File: config.mk
export PLATFORM = sky130hd
export DESIGN_NAME = hazard_ctrl_unit
export DESIGN_NICKNAME = d
export VERILOG_FILES = /design/src/rtl/hazard_ctrl_unit_pkg.sv /design/src/rtl/hazard_wr_tracker.sv /design/src/rtl/hazard_ctrl_unit.sv
export SDC_FILE = /design/constraint.sdc
export NUM_CORES = 1
export LEC_CHECK = 0
export CAP_MARGIN = 40
export CORE_MARGIN = 1.5
export CORE_UTILIZATION = 44
export DETAILED_ROUTE_END_ITERATION = 8
export GPL_ROUTABILITY_DRIVEN = 0
export GPL_TIMING_DRIVEN = 0
export PLACE_DENSITY = 0.8
export SLEW_MARGIN = 20
export SYNTH_ARGS = -nofsm -noshare
export SYNTH_HDL_FRONTEND = slang
export SYNTH_HIERARCHICAL = 1
export SYNTH_SLANG_ARGS = --single-unit
File: constraint.sdc
create_clock -name clk -period 1.8 [get_ports clk]
set_clock_uncertainty 0.2 [all_clocks]
set_input_delay 0.45 -clock clk [delete_from_list [all_inputs] [get_ports clk]]
set_output_delay 0.45 -clock clk [all_outputs]
set_load 0.02 [all_outputs]
File: src/rtl/hazard_ctrl_unit_pkg.sv
// rtl/hazard_ctrl_unit_pkg.sv - shared types and limits for the pipeline hazard controller
package hazard_ctrl_unit_pkg;

  typedef enum logic {
    ST_IDLE    = 1'b0,
    ST_MC_WAIT = 1'b1
  } mc_state_t;

  localparam int FCNT_W    = 3;
  localparam int NBYP_MAX  = 4;
  localparam int FLUSH_MAX = 7;

endpackage

File: src/rtl/hazard_wr_tracker.sv
// rtl/hazard_wr_tracker.sv - shift register of in-flight RF writes, one entry per bypass stage
module hazard_wr_tracker
  import hazard_ctrl_unit_pkg::*;
#(
  parameter int AW   = 4,
  parameter int NBYP = 2
) (
  input  logic               clk,
  input  logic               rst,
  input  logic               push_valid,
  input  logic [AW-1:0]      push_addr,
  input  logic               push_load,
  output logic [NBYP-1:0]    ent_valid,
  output logic [NBYP*AW-1:0] ent_addr,
  output logic               ent0_load
);

  // Only the youngest entry can create a load-use hazard, so the load flag is not carried further.
  always_ff @(posedge clk) begin
    if (rst) begin
      ent_valid <= '0;
      ent_addr  <= '0;
      ent0_load <= 1'b0;
    end else begin
      ent_valid[0]      <= push_valid;
      ent_addr[AW-1:0]  <= push_addr;
      ent0_load         <= push_valid & push_load;
      for (int k = 1; k < NBYP; k++) begin
        ent_valid[k]          <= ent_valid[k-1];
        ent_addr[k*AW +: AW]  <= ent_addr[(k-1)*AW +: AW];
      end
    end
  end

endmodule

File: src/rtl/hazard_ctrl_unit.sv
// rtl/hazard_ctrl_unit.sv - ID-stage hazard control: bypass selects, load-use, multi-cycle hold, flush, halt
module hazard_ctrl_unit
  import hazard_ctrl_unit_pkg::*;
#(
  parameter int AW        = 4,
  parameter int NRD       = 2,
  parameter int NBYP      = 2,
  parameter int FLUSH_CYC = 2,
  parameter int MC_W      = 3
) (
  input  logic                 clk,
  input  logic                 rst,
  input  logic                 id_valid,
  input  logic [NRD-1:0]       id_rd_en,
  input  logic [NRD*AW-1:0]    id_rd_addr,
  input  logic                 id_wr_en,
  input  logic [AW-1:0]        id_wr_addr,
  input  logic                 id_is_load,
  input  logic [MC_W-1:0]      id_mc_cyc,
  input  logic                 id_hlt,
  input  logic                 flow_change,
  output logic                 stall_if,
  output logic                 bubble_ex,
  output logic                 flush,
  output logic [NRD*NBYP-1:0]  byp_sel,
  output logic                 mc_busy,
  output logic                 hlt_wb
);

  if (NBYP < 1 || NBYP > NBYP_MAX) begin : g_bad_nbyp
    $error("hazard_ctrl_unit: NBYP out of range");
  end
  if (FLUSH_CYC < 1 || FLUSH_CYC > FLUSH_MAX) begin : g_bad_flush
    $error("hazard_ctrl_unit: FLUSH_CYC out of range");
  end

  logic [NBYP-1:0]     ent_valid;
  logic [NBYP*AW-1:0]  ent_addr;
  logic                ent0_load;
  mc_state_t           state;
  logic [MC_W-1:0]     mcnt;
  logic [FCNT_W-1:0]   fcnt;
  logic                hlt_st;
  logic [NBYP:0]       hlt_pipe;
  logic                lu_raw, lu, mc_stall, accept, seen;
  logic [NRD*NBYP-1:0] byp_nxt;

  hazard_wr_tracker #(.AW(AW), .NBYP(NBYP)) u_tracker (
    .clk        (clk),
    .rst        (rst),
    .push_valid (accept & id_wr_en & (|id_wr_addr)),
    .push_addr  (id_wr_addr),
    .push_load  (id_is_load),
    .ent_valid  (ent_valid),
    .ent_addr   (ent_addr),
    .ent0_load  (ent0_load)
  );

  always_comb begin
    lu_raw = 1'b0;
    for (int p = 0; p < NRD; p++) begin
      if (id_rd_en[p] && ent_valid[0] && ent0_load &&
          id_rd_addr[p*AW +: AW] == ent_addr[AW-1:0])
        lu_raw = 1'b1;
    end
  end

  // Youngest matching stage wins, giving a one-hot or zero select per port.
  always_comb begin
    byp_nxt = '0;
    seen    = 1'b0;
    for (int p = 0; p < NRD; p++) begin
      seen = 1'b0;
      for (int k = 0; k < NBYP; k++) begin
        if (id_rd_en[p] && (|id_rd_addr[p*AW +: AW]) && ent_valid[k] &&
            ent_addr[k*AW +: AW] == id_rd_addr[p*AW +: AW]) begin
          byp_nxt[p*NBYP+k] = !seen;
          seen = 1'b1;
        end
      end
    end
  end

  assign flush     = flow_change | (fcnt != '0);
  assign lu        = lu_raw & !flush;
  assign mc_stall  = !flush &
                     ((state == ST_IDLE && id_valid && id_mc_cyc != '0 && !lu_raw) ||
                      (state == ST_MC_WAIT && mcnt != '0));
  assign stall_if  = hlt_st | lu | mc_stall;
  assign bubble_ex = lu | mc_stall | flush;
  assign accept    = id_valid & !stall_if & !bubble_ex & !flush;
  assign hlt_wb    = hlt_pipe[NBYP];

  always_ff @(posedge clk) begin
    if (rst) begin
      state   <= ST_IDLE;
      mcnt    <= '0;
      mc_busy <= 1'b0;
    end else if (flush) begin
      state   <= ST_IDLE;
      mcnt    <= '0;
      mc_busy <= 1'b0;
    end else begin
      case (state)
        ST_IDLE: begin
          if (id_valid && id_mc_cyc != '0 && !lu_raw) begin
            state   <= ST_MC_WAIT;
            mcnt    <= id_mc_cyc - MC_W'(1);
            mc_busy <= (id_mc_cyc != MC_W'(1));
          end else begin
            mc_busy <= 1'b0;
          end
        end
        ST_MC_WAIT: begin
          if (mcnt != '0) begin
            mcnt    <= mcnt - MC_W'(1);
            mc_busy <= (mcnt != MC_W'(1));
          end else begin
            state   <= ST_IDLE;
            mc_busy <= 1'b0;
          end
        end
        default: begin
          state   <= ST_IDLE;
          mc_busy <= 1'b0;
        end
      endcase
    end
  end

  always_ff @(posedge clk) begin
    if (rst) begin
      fcnt     <= '0;
      hlt_st   <= 1'b0;
      hlt_pipe <= '0;
      byp_sel  <= '0;
    end else begin
      if (flow_change)
        fcnt <= FCNT_W'(FLUSH_CYC - 1);
      else if (fcnt != '0)
        fcnt <= fcnt - FCNT_W'(1);
      hlt_st   <= hlt_st | (accept & id_hlt);
      hlt_pipe <= {hlt_pipe[NBYP-1:0], hlt_st};
      byp_sel  <= byp_nxt;
    end
  end

endmodule

==> run metrics <==
status complete, but fails checks; failing checks setup timing; Mapped Nets 174; Reg clk slew, reported paths 0.14 ns; DRT Pass-1 Iters 4; Ant. Diodes 0; vias per cell 5.36; die area 0.00363 mm^2; Post-synth EDFFs 0; register bit count reported by yosys 27; final worst setup slack -0.624 ns; most common cell after layout, fill and taps aside dfxtp_1; Synth area leader dfxtp_1; sw power 0.381 mW; power density cells 608 mW/mm^2; Yosys top cell area share 37.5%; yosys warns 6; Logic pwr share 31.4%; pre-CTS WS -1.34 ns; max_slew headroom 52.8%; post-synthesis adder-cell area fraction 6.94%; ys async rst share 0%; Port-buffer cells 32; Die H 60.2 um; multiplexer share of the synthesized area 1.39%; sequential area share after synthesis 37.5%; Hold Fails Final Rpt 0; Avg Inst Size Synth 10.2 um^2; via count 1286; layout cell share with drive strength beyond 1 43.9%; Yosys cell types 46; Arrival @ worst endpoint 1.77 ns; Clk pwr share 19.8%; drt wl/cell 16.1 um; fin. max-slew vios 0; Hold Path Class flop to flop; Max Fanout on Critical Path 3; CTS Buf Count 3; post-route ant nets 0; compound-gate portion of the synthesized area 13.2%; Synth-to-Final Area Change 49.7%; main combinational cell family by area after synthesis simple AND/OR/NAND/NOR gates; Sequential Power Share 48.7%; CTS Sinks 27; worst vdd ir 0.459 mV; clk buf depth 2; CP required 1.15 ns; Starting Density 46.8%; P_int 0.931 mW; placed cell count 218; clk root buf clkbuf_4; endpoints failing setup 6; htree depth 1; Synth Instances 142; CORE AREA 0.00308 mm^2; Congestion Overflow GR 0; Skew-Pair Late Insertion Delay 0.32 ns; Synth Area in XOR/XNOR 10.9%; crit path time final 2.42 ns; nets 229; most used flip-flop cell after synthesis dfxtp_1; simple-gate share of the synthesized area 26.1%; first-pass GRT wire length 5.68 mm; I/O pins 33; Hold WS 0.258 ns; WS Path Type primary input to primary output; Residual DRC 0; DP Wirelength 2.49 mm; die width 60.2 um; P_leak 0.884 nW; maxcap violations 0; Iteration-0 DRC Markers 50; Worst-Margin Slew 0.699 ns; Post-Layout Cell Count 240; row count 20; number of global-route vias before repair 1258; most frequent cells in the layout 20 x dfxtp_1, 17 x buf_4, 10 x dlygate4sd2_1, 10 x clkdlybuf4s50_1, 8 x nor2b_2; RSZ-0062 raised after global routing yes; FMAX 413 MHz; Synth area leaders dfxtp_1 38%, xnor2_1 7.3%, ha_1 6.9%, nor2b_2 4.9%, xor2_1 3.6%; GRT Total Usage 21.6%; initial antenna violation count 0; WL final 3.86 mm; Sw Share 29.1%; Worst Setup End Kind primary output; CP startpoint kind primary input; CTS tree done; synthesized area 0.00144 mm^2; fin crit share 135%; largest net degree at the start of global routing 15
-- critical path, cell delays in order --
cell           delay (ns)
dlygate4sd2_1        0.29
xnor2_2              0.19
nand4_1              0.16
buf_4                0.18
o221ai_2             0.21
or2_4                0.18
buf_6                0.11
-- flip-flops by register name (all words and copies together), names as in the netlist --
| register | cells |
|---|---|
| byp_sel | 4 |
| fcnt | 3 |
| u_tracker/ent_valid | 2 |
| u_tracker/ent0_load | 1 |
| hlt_pipe | 3 |
| mcnt | 3 |
| state | 1 |
| mc_busy | 1 |
| hlt_st | 1 |
| u_tracker/ent_addr | 8 |
-- per-layer routing --
layer	share of wire (%)	vias to the layer above	GRT usage [%]	wire (um)
met5	0	-	0	0
met4	2.6	0	11.4	100
met3	4.2	11	3.25	163
met2	54	51	37.6	2100
met1	39	616	25.3	1500
li1	-	608	-	-
-- cell type report --
| class | count | area, um^2 |
|---|---|---|
| Multi-Input combinational cell | 104 | 1010 |
| Fill cell | 251 | 920 |
| Sequential cell | 27 | 559 |
| Timing Repair Buffer | 50 | 422 |
| Tap cell | 44 | 55.1 |
| Inverter | 8 | 53.8 |
| Buffer | 3 | 27.5 |
| Clock buffer | 4 | 26.3 |
-- path summary, 6_finish.rpt --
path	start	end	slack [ns]	cells after the start
setup reg to reg	u_tracker/ent_addr[2]$_SDFF_PP0_	u_tracker/ent0_load$_SDFF_PP0_	-0.24	9
hold reg to reg	hlt_pipe[0]$_SDFF_PP0_	hlt_pipe[1]$_SDFF_PP0_	0.26	1
setup / recovery	id_rd_addr[6]	bubble_ex	-0.62	7
hold / removal	hlt_pipe[0]$_SDFF_PP0_	hlt_pipe[1]$_SDFF_PP0_	0.26	1
-- cells in the mapped netlist, types with 2 or more instances --
master,n
nand4_1,3
and3_1,2
inv_1,8
nand3b_1,2
nor2_1,7
a21oi_1,3
nor3_1,2
nor2b_4,2
xor2_1,6
dfxtp_1,27
o41ai_1,2
mux2i_1,2
nor2b_2,8
xnor2_1,12
nand2b_1,5
nand3_1,5
ha_1,8
nor4_1,4
nand2_1,2
nor2b_1,5
buf_6,2
-- per-stage QoR --
stage / power (mW) / setup TNS, ns / util [%] / area (um^2)
6_report: 1.31 / -1.89 / 70.1 / 2160
5_1_grt: 1.38 / -2.26 / 70.1 / 2160
4_1_cts: 1.27 / -2.21 / 68.0 / 2090
3_5_place_dp: 0.950 / -8.46 / 61.2 / 1880
3_3_place_gp: 0.936 / -7.98 / 61.2 / 1880
2_1_floorplan: 0.829 / -0.154 / - / 1510
-- power by group through the flow --
stage | Clock, mW | Sequential, mW | Combinational, mW
detailed placement | 0 | 0.649 | 0.301
finish | 0.260 | 0.640 | 0.412
CTS | 0.269 | 0.640 | 0.358
global placement | 0 | 0.649 | 0.287
global route | 0.291 | 0.642 | 0.442
floorplan | 0 | 0.646 | 0.183
-- kinds of logic after synthesis --
group	count (synthesis)
adders and majority gates	8
xor gates and xnor gates	18
buffers and inverters	11
AOI/OAI and AO/OA	20
muxes	2
DFF	27
and+or+nand+nor	56
-- what timing repair did --
item	4_1_cts	5_1_grt
hold buffers	0	0
pin swaps	13	15
endpoints found under the setup margin	16	12
resized for setup	68	24
setup buffers	15	8
No activity file was read; power rests on OpenSTA's default activity.
